===== config.mk =====
export PLATFORM = sky130hd
export DESIGN_NAME = game_ctrl
export DESIGN_NICKNAME = d
export VERILOG_FILES = /design/src/rtl/game_pkg.sv /design/src/rtl/bcd_inc4.sv /design/src/rtl/game_ctrl.sv
export SDC_FILE = /design/constraint.sdc
export NUM_CORES = 1
export LEC_CHECK = 0
export ABC_CLOCK_PERIOD_IN_PS = 4100
export CAP_MARGIN = 20
export CORE_MARGIN = 10
export CORE_UTILIZATION = 57
export DETAILED_ROUTE_END_ITERATION = 16
export HOLD_SLACK_MARGIN = 0.02
export MAX_ROUTING_LAYER = met4
export PLACE_DENSITY = 0.9
export SLEW_MARGIN = 20
export SYNTH_ARGS = -nofsm -noshare
export SYNTH_HDL_FRONTEND = slang
export SYNTH_SLANG_ARGS = --single-unit

===== constraint.sdc =====
create_clock -name clk -period 4.1 [get_ports clk]
set_input_delay 0.615 -clock clk [delete_from_list [all_inputs] [get_ports clk]]
set_output_delay 0.615 -clock clk [all_outputs]
set_load 0.05 [all_outputs]

===== src/rtl/game_pkg.sv =====
// game_pkg: shared state encoding and field widths for the game sequencer
package game_pkg;
    localparam int SCORE_W = 16;
    localparam int LIVES_W = 2;
    localparam int SPEED_W = 2;
    typedef enum logic [2:0] {
        IDLE  = 3'd0,
        SERVE = 3'd1,
        PLAY  = 3'd2,
        PAUSE = 3'd3,
        OVER  = 3'd4
    } state_t;
endpackage


===== src/rtl/bcd_inc4.sv =====
// bcd_inc4: combinational 4-digit BCD increment, saturating at 9999
module bcd_inc4
    import game_pkg::*;
(
    input  logic [SCORE_W-1:0] d,
    output logic [SCORE_W-1:0] q
);
    logic carry;
    always_comb begin
        q = d;
        carry = 1'b1;
        for (int i = 0; i < 4; i++) begin
            if (carry) begin
                if (d[4*i +: 4] == 4'd9) begin
                    q[4*i +: 4] = 4'd0;
                end else begin
                    q[4*i +: 4] = d[4*i +: 4] + 4'd1;
                    carry = 1'b0;
                end
            end
        end
        if (d == 16'h9999) q = d;
    end
endmodule


===== src/rtl/game_ctrl.sv =====
// game_ctrl: frame-based game sequencer driving ball hold/run, speed, score and lives
module game_ctrl
    import game_pkg::*;
#(
    parameter int LIVES_INIT   = 3,
    parameter int SERVE_FRAMES = 120,
    parameter int SPEED_STEP   = 5,
    parameter int SPEED_MAX    = 3
) (
    input  logic                 clk,
    input  logic                 reset,
    input  logic                 refresh_tick,
    input  logic                 start,
    input  logic                 pause,
    input  logic                 hit,
    input  logic                 miss,
    output logic                 ball_hold,
    output logic                 ball_run,
    output logic [SPEED_W-1:0]   speed_lvl,
    output logic [SCORE_W-1:0]   score,
    output logic [LIVES_W-1:0]   lives,
    output logic                 game_over,
    output logic [2:0]           state_o
);
    localparam int FC_W = $clog2(SERVE_FRAMES);
    localparam int HC_W = $clog2(SPEED_STEP + 1);
    state_t state, state_n;
    logic start_q, pause_q, hit_q;
    logic start_ev, pause_ev, hit_ev;
    logic new_game, serve_done;
    logic [FC_W-1:0] frame_cnt;
    logic [HC_W-1:0] hit_cnt;
    logic [SCORE_W-1:0] score_inc;

    assign start_ev   = start & ~start_q;
    assign pause_ev   = pause & ~pause_q;
    assign hit_ev     = hit & ~hit_q;
    assign new_game   = (state == IDLE || state == OVER) && start_ev;
    assign serve_done = refresh_tick && frame_cnt == FC_W'(SERVE_FRAMES - 1);

    bcd_inc4 u_bcd (.d(score), .q(score_inc));

    always_ff @(posedge clk or posedge reset) begin
        if (reset) state <= IDLE;
        else       state <= state_n;
    end

    // miss outranks a coincident pause event
    always_comb begin
        state_n = state;
        case (state)
            IDLE, OVER: state_n = start_ev ? SERVE : state;
            SERVE:      state_n = serve_done ? PLAY : SERVE;
            PLAY:       state_n = miss ? (lives == LIVES_W'(1) ? OVER : SERVE) : (pause_ev ? PAUSE : PLAY);
            PAUSE:      state_n = pause_ev ? PLAY : PAUSE;
            default:    state_n = IDLE;
        endcase
    end

    always_ff @(posedge clk or posedge reset) begin
        if (reset) begin
            start_q   <= 1'b0;
            pause_q   <= 1'b0;
            hit_q     <= 1'b0;
            score     <= '0;
            lives     <= LIVES_W'(LIVES_INIT);
            speed_lvl <= '0;
            frame_cnt <= '0;
            hit_cnt   <= '0;
        end else begin
            start_q <= start;
            pause_q <= pause;
            hit_q   <= hit;
            if (new_game) begin
                score     <= '0;
                lives     <= LIVES_W'(LIVES_INIT);
                speed_lvl <= '0;
                frame_cnt <= '0;
                hit_cnt   <= '0;
            end
            if (state == SERVE && refresh_tick)
                frame_cnt <= serve_done ? '0 : frame_cnt + FC_W'(1);
            if (state == PLAY) begin
                if (hit_ev) begin
                    score <= score_inc;
                    if (hit_cnt == HC_W'(SPEED_STEP - 1)) begin
                        hit_cnt <= '0;
                        if (speed_lvl != SPEED_W'(SPEED_MAX))
                            speed_lvl <= speed_lvl + SPEED_W'(1);
                    end else begin
                        hit_cnt <= hit_cnt + HC_W'(1);
                    end
                end
                if (miss) begin
                    lives     <= lives - LIVES_W'(1);
                    frame_cnt <= '0;
                end
            end
        end
    end

    assign ball_hold = state inside {IDLE, SERVE, OVER};
    assign ball_run  = state == PLAY;
    assign game_over = state == OVER;
    assign state_o   = state;
endmodule


* After elaboration in Yosys (flattened, before gate mapping) *
Cells that the tools add are included.

storage, ports and cells
  word-level logic and storage cells = 94
  bits in registers = 36

operators by class
  bitwise gates (word level) = 6
  eq/ne operators = 18
  reductions and logical operators = 10
  add/sub/neg operators = 8
  multiplexer cells = 40

operator list
  operator                                                number
  two-way mux 16 bit                                      4
  two-way mux 7 bit                                       5
  two-way mux 4 bit                                       7
  two-way mux 3 bit                                       7
  two-way mux 2 bit                                       9
  adder 4 x 1 -> 4 bit (second input constant)            4
  equality test 16 bit (second input constant)            1
  equality test 4 bit (second input constant)             4
  one-hot mux 3 bit (4 select lines)                      1
  inequality test 3 x 2 -> 1 bit (second input constant)  3
  adder 7 x 1 -> 7 bit (second input constant)            1
  equality test 7 bit (second input constant)             1
  two-way mux 1 bit                                       7
  equality test 3 x 2 -> 1 bit (second input constant)    2
  equality test 3 bit (second input constant)             2
  AND reduction 2 bit                                     3
  inequality test 2 bit (second input constant)           2
  adder 3 x 1 -> 3 bit (second input constant)            1
  bitwise AND 1 bit                                       3
  equality test 3 x 1 -> 1 bit (second input constant)    1
  logical AND 1 bit                                       3
  zero test 3 bit                                         1
  inequality test 3 bit (second input constant)           1
  inverter 1 bit                                          3
  other kinds (6)                                         6

* Depth between registers and ports, before layout *
Gate-level depths: netlist (run 1).

  word-level depth = 8
  gate-level depth with buffers = 7
  gate-level depth less buffers = 6

* Cells and area by module *
A second synthesis (run 1) with hierarchy kept.

unflattened totals
  cell total of the unflattened synthesis = 243
  area total of the unflattened synthesis = 2294.7 µm²

modules (own cells, without submodules)
  module     area an instance (µm²)  sequential area each (µm²)  instances  cells each
  game_ctrl  1898.1                  903.4                       1          189
  bcd_inc4   396.6                   0.0                         1          54

* Worst setup path after synthesis (run 1) *
Ideal clock, no wire load.

  path kind = reg2out
  from = register state[2] (netlist: state_o[2])
  to = output port game_over
  data arrival time = 1.928 ns
  stages on the path, launching flop included = 3
  data required time = 3.485 ns
  slack = 1.557 ns
  cells stage by stage = dfrtp_1 inv_1 nor3_1

on the way
  word-level cells in the longest chain between the ends = 1

ends and longest elaborated chain
  element                   RTL line          source
  start: declaration        game_ctrl.sv:27   state_t state, state_n;
  start signal: assignment  game_ctrl.sv:45   else state <= state_n;
  equality test 3 bit       game_ctrl.sv:104  assign game_over = state == OVER;
  end: declaration          game_ctrl.sv:22   output logic game_over,

Every way passes these cells.

* Worst setup path in the final report (run 1) *
  from = register state[1] (netlist: state_o[1])
  to = output port ball_run

on the way
  word-level cells in the longest chain between the ends = 1

ends and longest elaborated chain
  element                       RTL line          source
  equality test 3 x 2 -> 1 bit  game_ctrl.sv:103  assign ball_run = state == PLAY;
  end: declaration              game_ctrl.sv:18   output logic ball_run,

Every way passes these cells.

==> key figures, run 1 <==
Detailed routing
  – Average vias per placed instance: 5.76
  – Detailed Routing Iterations Pass 1: 4
  – # DRC: 0
  – Iteration-0 DRC Markers: 135
  – Wire per inst: 14.7 um
  – Routed wire length: 4.44 mm
  – Final ANT Viol Nets: 0
  – Routed via count: 1,733

Synthesis
  – Synth unique cells: 49
  – Post-synthesis instance total: 217
  – Number of synthesized flops with an enable pin: 0
  – Post-synthesis sequential area ratio: 44.7%
  – Ys flop type: dfrtp_1
  – Area of the mapped netlist: 2020 um2
  – Syn_nets: 229
  – Average cell area after synthesis: 9.31 um2
  – Async SR Flop Fraction: 100%
  – Synth warnings: 0
  – Synth Register Bits: 36

Clock tree
  – Clk buf depth: 2
  – CTS tree: yes
  – Setup Buffers After CTS: 0
  – Cts-stage hold buffer count: 0
  – Clock Latency Late Sink: 0.35 ns
  – Post-CTS sizing: 0
  – Clock-pin slew on the worst setup and hold paths: 0.10 ns
  – H-tree depth: 2
  – CTS Buf Count: 5
  – Root Buffer: clkbuf_4
  – Clock sink total: 36

Worst setup path
  – Reg2reg path depth: 4
  – CP Capture Type: primary output
  – Crit path to: ball_run
  – Startpoint types: register
  – Reg2Reg Setup Slack: 2.03 ns
  – FF-to-FF Start: score[9]$_DFFE_PP0P_
  – Crit. Startpoint: state_o[1]$_DFFE_PP0P_
  – CP cell instances: or3b_4, clkinv_4, clkdlybuf4s50_1
  – Kind of cell adding the most delay to the critical path: buffers and inverters
  – Worst Path Required: 3.48 ns
  – Critical Path Stages: 3
  – CP Class: reg -> out
  – Reg2Reg Capture Point: score[0]$_DFFE_PP0P_
  – Critical path fanouts, max: 13
  – Crit path DAT: 2.26 ns
  – Slowest cell on crit path: clkdlybuf4s50_1
  – Crit path buf inv count: 2
  – Slowest stage delay, CP: 0.80 ns

Pwr
  – Maximum vdd drop: 0.221 mV
  – P_int: 516 uW
  – Sw frac: 29.0%
  – Pwr Density: 297 nW/um2
  – Logic gate share of total power: 16.2%
  – Register share of total power: 56.5%
  – Clk pwr share: 27.3%
  – Leakage: 0.000987 uW
  – Switching power: 211 uW

Place
  – PortBufs: 32
  – GP Congestion: 0.827
  – DP HPWL: 3.35 mm
  – Post-DP Area: 2390 um2

Floorplanning
  – Row count: 21
  – Die height: 79.5 um
  – Die width: 79.5 um
  – IO Pins: 33
  – Core area: 3390 um2
  – DIE AREA: 6320 um2
  – Starting Density: 59.6%

Cells and area
  – Final #Nets: 266
  – Design Area, Final: 2450 um2
  – Share of cells above drive strength 1: 9.41%
  – ANT cells: 0
  – P&R area growth vs syn: 21.4%

Timing
  – Slew Limit Fails: 0
  – Top achievable clock speed: 348 MHz
  – Slew HR: 38.8%
  – RSZ-0062 raised after global routing: no
  – Setup_tns: 0 ns
  – Hold Vio Cnt, Final: 0
  – Final setup fails: 0
  – Crit share post-route: 70.2%
  – Fin crit period: 2.88 ns
  – Final Skew: 0.00664 ns
  – Slew @ Worst Pin: 0.905 ns

Global routing
  – Grt total ovfl: 0
  – All-Layer GR Usage: 14.6%
  – Initial antenna violation count: 0
  – Vias in the first global route: 1,592
  – First-pass GRT wire length: 7.27 mm
  – Pin count of the biggest net entering global routing: 24

Job
  – Max-cap violations: 0

Run status
  – Status: finished, final reports clean

Hold path
  – Hold Crit Class: reg -> reg
## cells in the final DEF (no fill, tap or decap), types with 6 or more instances in the layout
cell              n
a21oi_1          15
clkdlybuf4s50_1  32
dfrtp_1          34
inv_1            14
mux2i_1           7
nand2_1          21
nand2b_1          7
nand3_1           6
nor2_1           17
o21ai_0          20
## metal layers
metal,vias up,wire [um],GRT usage (%)
met5,-,0,-
met4,0,88,7.53
met3,9,246,3.60
met2,38,2220,23.4
met1,828,1880,16.5
li1,858,-,-
## per-stage QoR
step,hold WS [ns],cells,utilization (%),power [uW],setup WS (ns)
2_1_floorplan,0.472,217,-,497,1.56
3_3_place_gp,0.491,293,70.6,532,1.61
3_5_place_dp,0.506,293,70.6,535,1.59
4_1_cts,0.519,301,72.3,730,1.20
5_1_grt,0.549,301,72.3,762,1.11
6_report,0.518,301,72.3,727,1.22
## Yosys cell counts, drive strengths merged (3+ instances only)
cell	n	area (um2)
a31oi	3	18.8
nor3	4	20.0
o21ai	21	105
nand2	21	78.8
nand3	6	30.0
nor2	17	63.8
inv	14	52.6
buf	5	31.3
o211ai	5	37.5
ha	5	62.6
o31ai	3	22.5
mux2i	7	70.1
a21oi	15	75.1
dfrtp	34	851
nand2b	7	43.8
a22oi	5	37.5
a31o	3	26.3
nor4bb	3	30.0
## power groups by stage
stage               Combinational (uW)  Clock [uW]  Sequential (uW)
finish                             118         199              410
global route                       131         215              415
CTS                                119         201              410
detailed placement                 119           0              416
global placement                   117           0              415
floorplan                         68.5           0              428
## logic make-up after synthesis
family,count (synthesis),synth area share [%]
simple gates,82,23.3
fa+ha+maj,5,3.10
mux,8,4.03
compound gates,63,19.2
buf+inv,21,4.77
xor+xnor,2,0.868
flops,36,44.7
## layout make-up
type	count	area, um2
flip-flops and latches	36	903
clock buffers	8	58.8
inverters	15	61.3
multi-input cells	160	1020
repair buffers	36	350
fillers	247	938
well taps	46	57.6
## sequential cells by signal (all words and copies together), names as in the netlist
signal	cells
start_q	1
state_o	3
hit_q	1
speed_lvl	2
hit_cnt	3
lives	2
frame_cnt	7
score	16
pause_q	1
## how the worst min path moves through the flow
stage | from | to | slack (ns) | cells past startpoint
global placement | hit_cnt[2]$_DFF_PP0_ | hit_cnt[2]$_DFF_PP0_ | 0.49 | 1
CTS | hit_cnt[2]$_DFF_PP0_ | hit_cnt[2]$_DFF_PP0_ | 0.52 | 1
global route | hit_cnt[2]$_DFF_PP0_ | hit_cnt[2]$_DFF_PP0_ | 0.55 | 1
finish | hit_cnt[2]$_DFF_PP0_ | hit_cnt[2]$_DFF_PP0_ | 0.52 | 1
detailed placement | hit_cnt[2]$_DFF_PP0_ | hit_cnt[2]$_DFF_PP0_ | 0.51 | 1
floorplan | hit_cnt[2]$_DFF_PP0_ | hit_cnt[2]$_DFF_PP0_ | 0.47 | 1
Note: power is estimated with default switching activity, not from simulation.
==> run 2, diff against run 1 <==
ABC_CLOCK_PERIOD_IN_PS = 2650   (was 4100)
CORE_UTILIZATION = 53   (was 57)
PLACE_DENSITY = 0.85   (was 0.9)
clock period = 2.65 ns   (was 4.1 ns; I/O delays follow)
==> key figures, run 2 (synthesized netlist as in run 1, its figures left out) <==
Floorplanning
  – DIE AREA: 6680 um2
  – Core area: 3660 um2
  – Die height: 81.7 um
  – Row count: 22
  – Die width: 81.7 um
  – IO Pins: 33
  – Starting Density: 55.2%

Timing
  – Final Skew: 0.00221 ns
  – Slew HR: 63.5%
  – Setup WS post-layout: 0.373 ns
  – RSZ-0062 raised after global routing: no
  – Top achievable clock speed: 439 MHz
  – Slew @ Worst Pin: 0.540 ns
  – Final setup fails: 0
  – Hold Vio Cnt, Final: 0
  – Fin crit period: 2.28 ns
  – Setup_tns: 0 ns
  – Slew Limit Fails: 0
  – Crit share post-route: 85.9%

Global routing
  – Initial antenna violation count: 0
  – Pin count of the biggest net entering global routing: 37
  – Grt total ovfl: 0
  – First-pass GRT wire length: 7.58 mm
  – Vias in the first global route: 1,646
  – All-Layer GR Usage: 14.5%

Worst setup path
  – Reg2Reg Setup Slack: 0.70 ns
  – FF-to-FF Start: state_o[1]$_DFFE_PP0P_
  – Reg2reg path depth: 5
  – Reg2Reg Capture Point: score[14]$_DFFE_PP0P_
  – Crit path to: game_over
  – Crit. Startpoint: state_o[2]$_DFFE_PP0P_
  – Startpoint types: register
  – CP Capture Type: primary output
  – CP Class: reg -> out
  – Worst Path Required: 2.25 ns
  – Crit path DAT: 1.88 ns
  – Critical path fanouts, max: 8

Detailed routing
  – Routed via count: 1,729
  – Iteration-0 DRC Markers: 135
  – # DRC: 0
  – Average vias per placed instance: 5.69
  – Detailed Routing Iterations Pass 1: 5
  – Final ANT Viol Nets: 0
  – Wire per inst: 14.8 um
  – Routed wire length: 4.51 mm

Clock tree
  – Root Buffer: clkbuf_8
  – Clk buf depth: 2
  – H-tree depth: 2
  – Clock sink total: 36
  – Clock Latency Late Sink: 0.29 ns
  – CTS tree: yes
  – CTS Buf Count: 5
  – Clock-pin slew on the worst setup and hold paths: 0.07 ns

Cells and area
  – Final #Nets: 267
  – Most common cell after layout, fill and taps aside: dfrtp_1
  – Register name with the most flops: score
  – Share of cells above drive strength 1: 9.77%
  – P&R area growth vs syn: 23.5%
  – ANT cells: 0
  – Largest regs: score: 16 flops, frame_cnt: 7 flops
  – Max reg flops: 16
  – Filler cells: 284
  – Most frequent cells in the layout: dfrtp_1, clkdlybuf4s50_1, nand2_1

Place
  – Setup WS pre-CTS: 0.353 ns
  – GP Congestion: 0.839
  – DP HPWL: 3.22 mm
  – PortBufs: 32

Pwr
  – Leakage: 0.00102 uW
  – P_int: 880 uW
  – Switching power: 339 uW
  – Clk pwr share: 32.8%
  – Logic gate share of total power: 15.1%
  – Power Total: 1220 uW
  – Pwr Density: 489 nW/um2
  – Register share of total power: 52.2%
  – Sw frac: 27.8%
  – Maximum vdd drop: 0.430 mV

Job
  – Max-cap violations: 0

Hold path
  – Hold Crit Class: in -> async

Run status
  – Status: finished, final reports clean
run 2: changes by cell type in the layout (fill, tap and decap cells not counted), sizes merged:
cell and change:
clkdlybuf4s50 -1, buf +1, dlymetal6s2s +1
run 2: timing repair:
item,4_1_cts,5_1_grt
endpoints found under the setup margin,0,1
resized for setup,0,1
buffers inserted,0,0
hold buffers,0,0
run 2: per-stage QoR:
stage | instances | hold slack [ns] | utilization (%) | instance area (um2)
4_1_cts | 304 | 0.511 | 68.1 | 2490
5_1_grt | 304 | 0.543 | 68.1 | 2490
3_5_place_dp | 296 | 0.501 | 65.6 | 2400
6_report | 304 | 0.510 | 68.1 | 2490
3_3_place_gp | 296 | 0.493 | 65.6 | 2400
2_1_floorplan | 217 | 0.429 | - | 2020
run 2: layout make-up:
class	count	area [um2]	share of cell area, %
Clock buffer	8	90.1	3.61
Sequential cell	36	903	36.2
Timing Repair Buffer	37	360	14.4
Multi-Input combinational cell	160	1020	40.9
Tap cell	48	60.1	2.41
Inverter	15	61.3	2.46
run 2: worst min-delay path by stage:
stage                                     from                   end  slack [ns]
after global routing      hit_cnt[2]$_DFF_PP0_  hit_cnt[2]$_DFF_PP0_        0.54
final                                    reset  score[3]$_DFFE_PP0P_        0.51
after detailed placement  hit_cnt[2]$_DFF_PP0_  hit_cnt[2]$_DFF_PP0_        0.50
after global placement    hit_cnt[2]$_DFF_PP0_  hit_cnt[2]$_DFF_PP0_        0.49
after CTS                 hit_cnt[2]$_DFF_PP0_  hit_cnt[2]$_DFF_PP0_        0.51
after floorplan                            hit       hit_q$_DFF_PP0_        0.43
run 2: worst max-delay path: stages (launching register included):
cell and delay, ns:
dfrtp_1 0.48, inv_1 0.09, nor3_1 0.19, clkdlybuf4s50_1 0.83
run 2: layer usage:
metal / vias up / wire [um] / share of wire, % / track usage, %
met5: - / 0 / 0 / -
met4: 0 / 71 / 1.6 / 5.61
met3: 7 / 237 / 5.3 / 4.26
met2: 42 / 2180 / 48 / 22.5
met1: 823 / 2020 / 45 / 17.4
li1: 857 / - / - / -
run 2: power by group through the flow:
stage	logic [uW]	registers (uW)	clock network, uW
floorplan	106	662	0
global placement	179	641	0
detailed placement	185	644	0
CTS	186	635	409
global route	206	642	429
finish	184	636	400
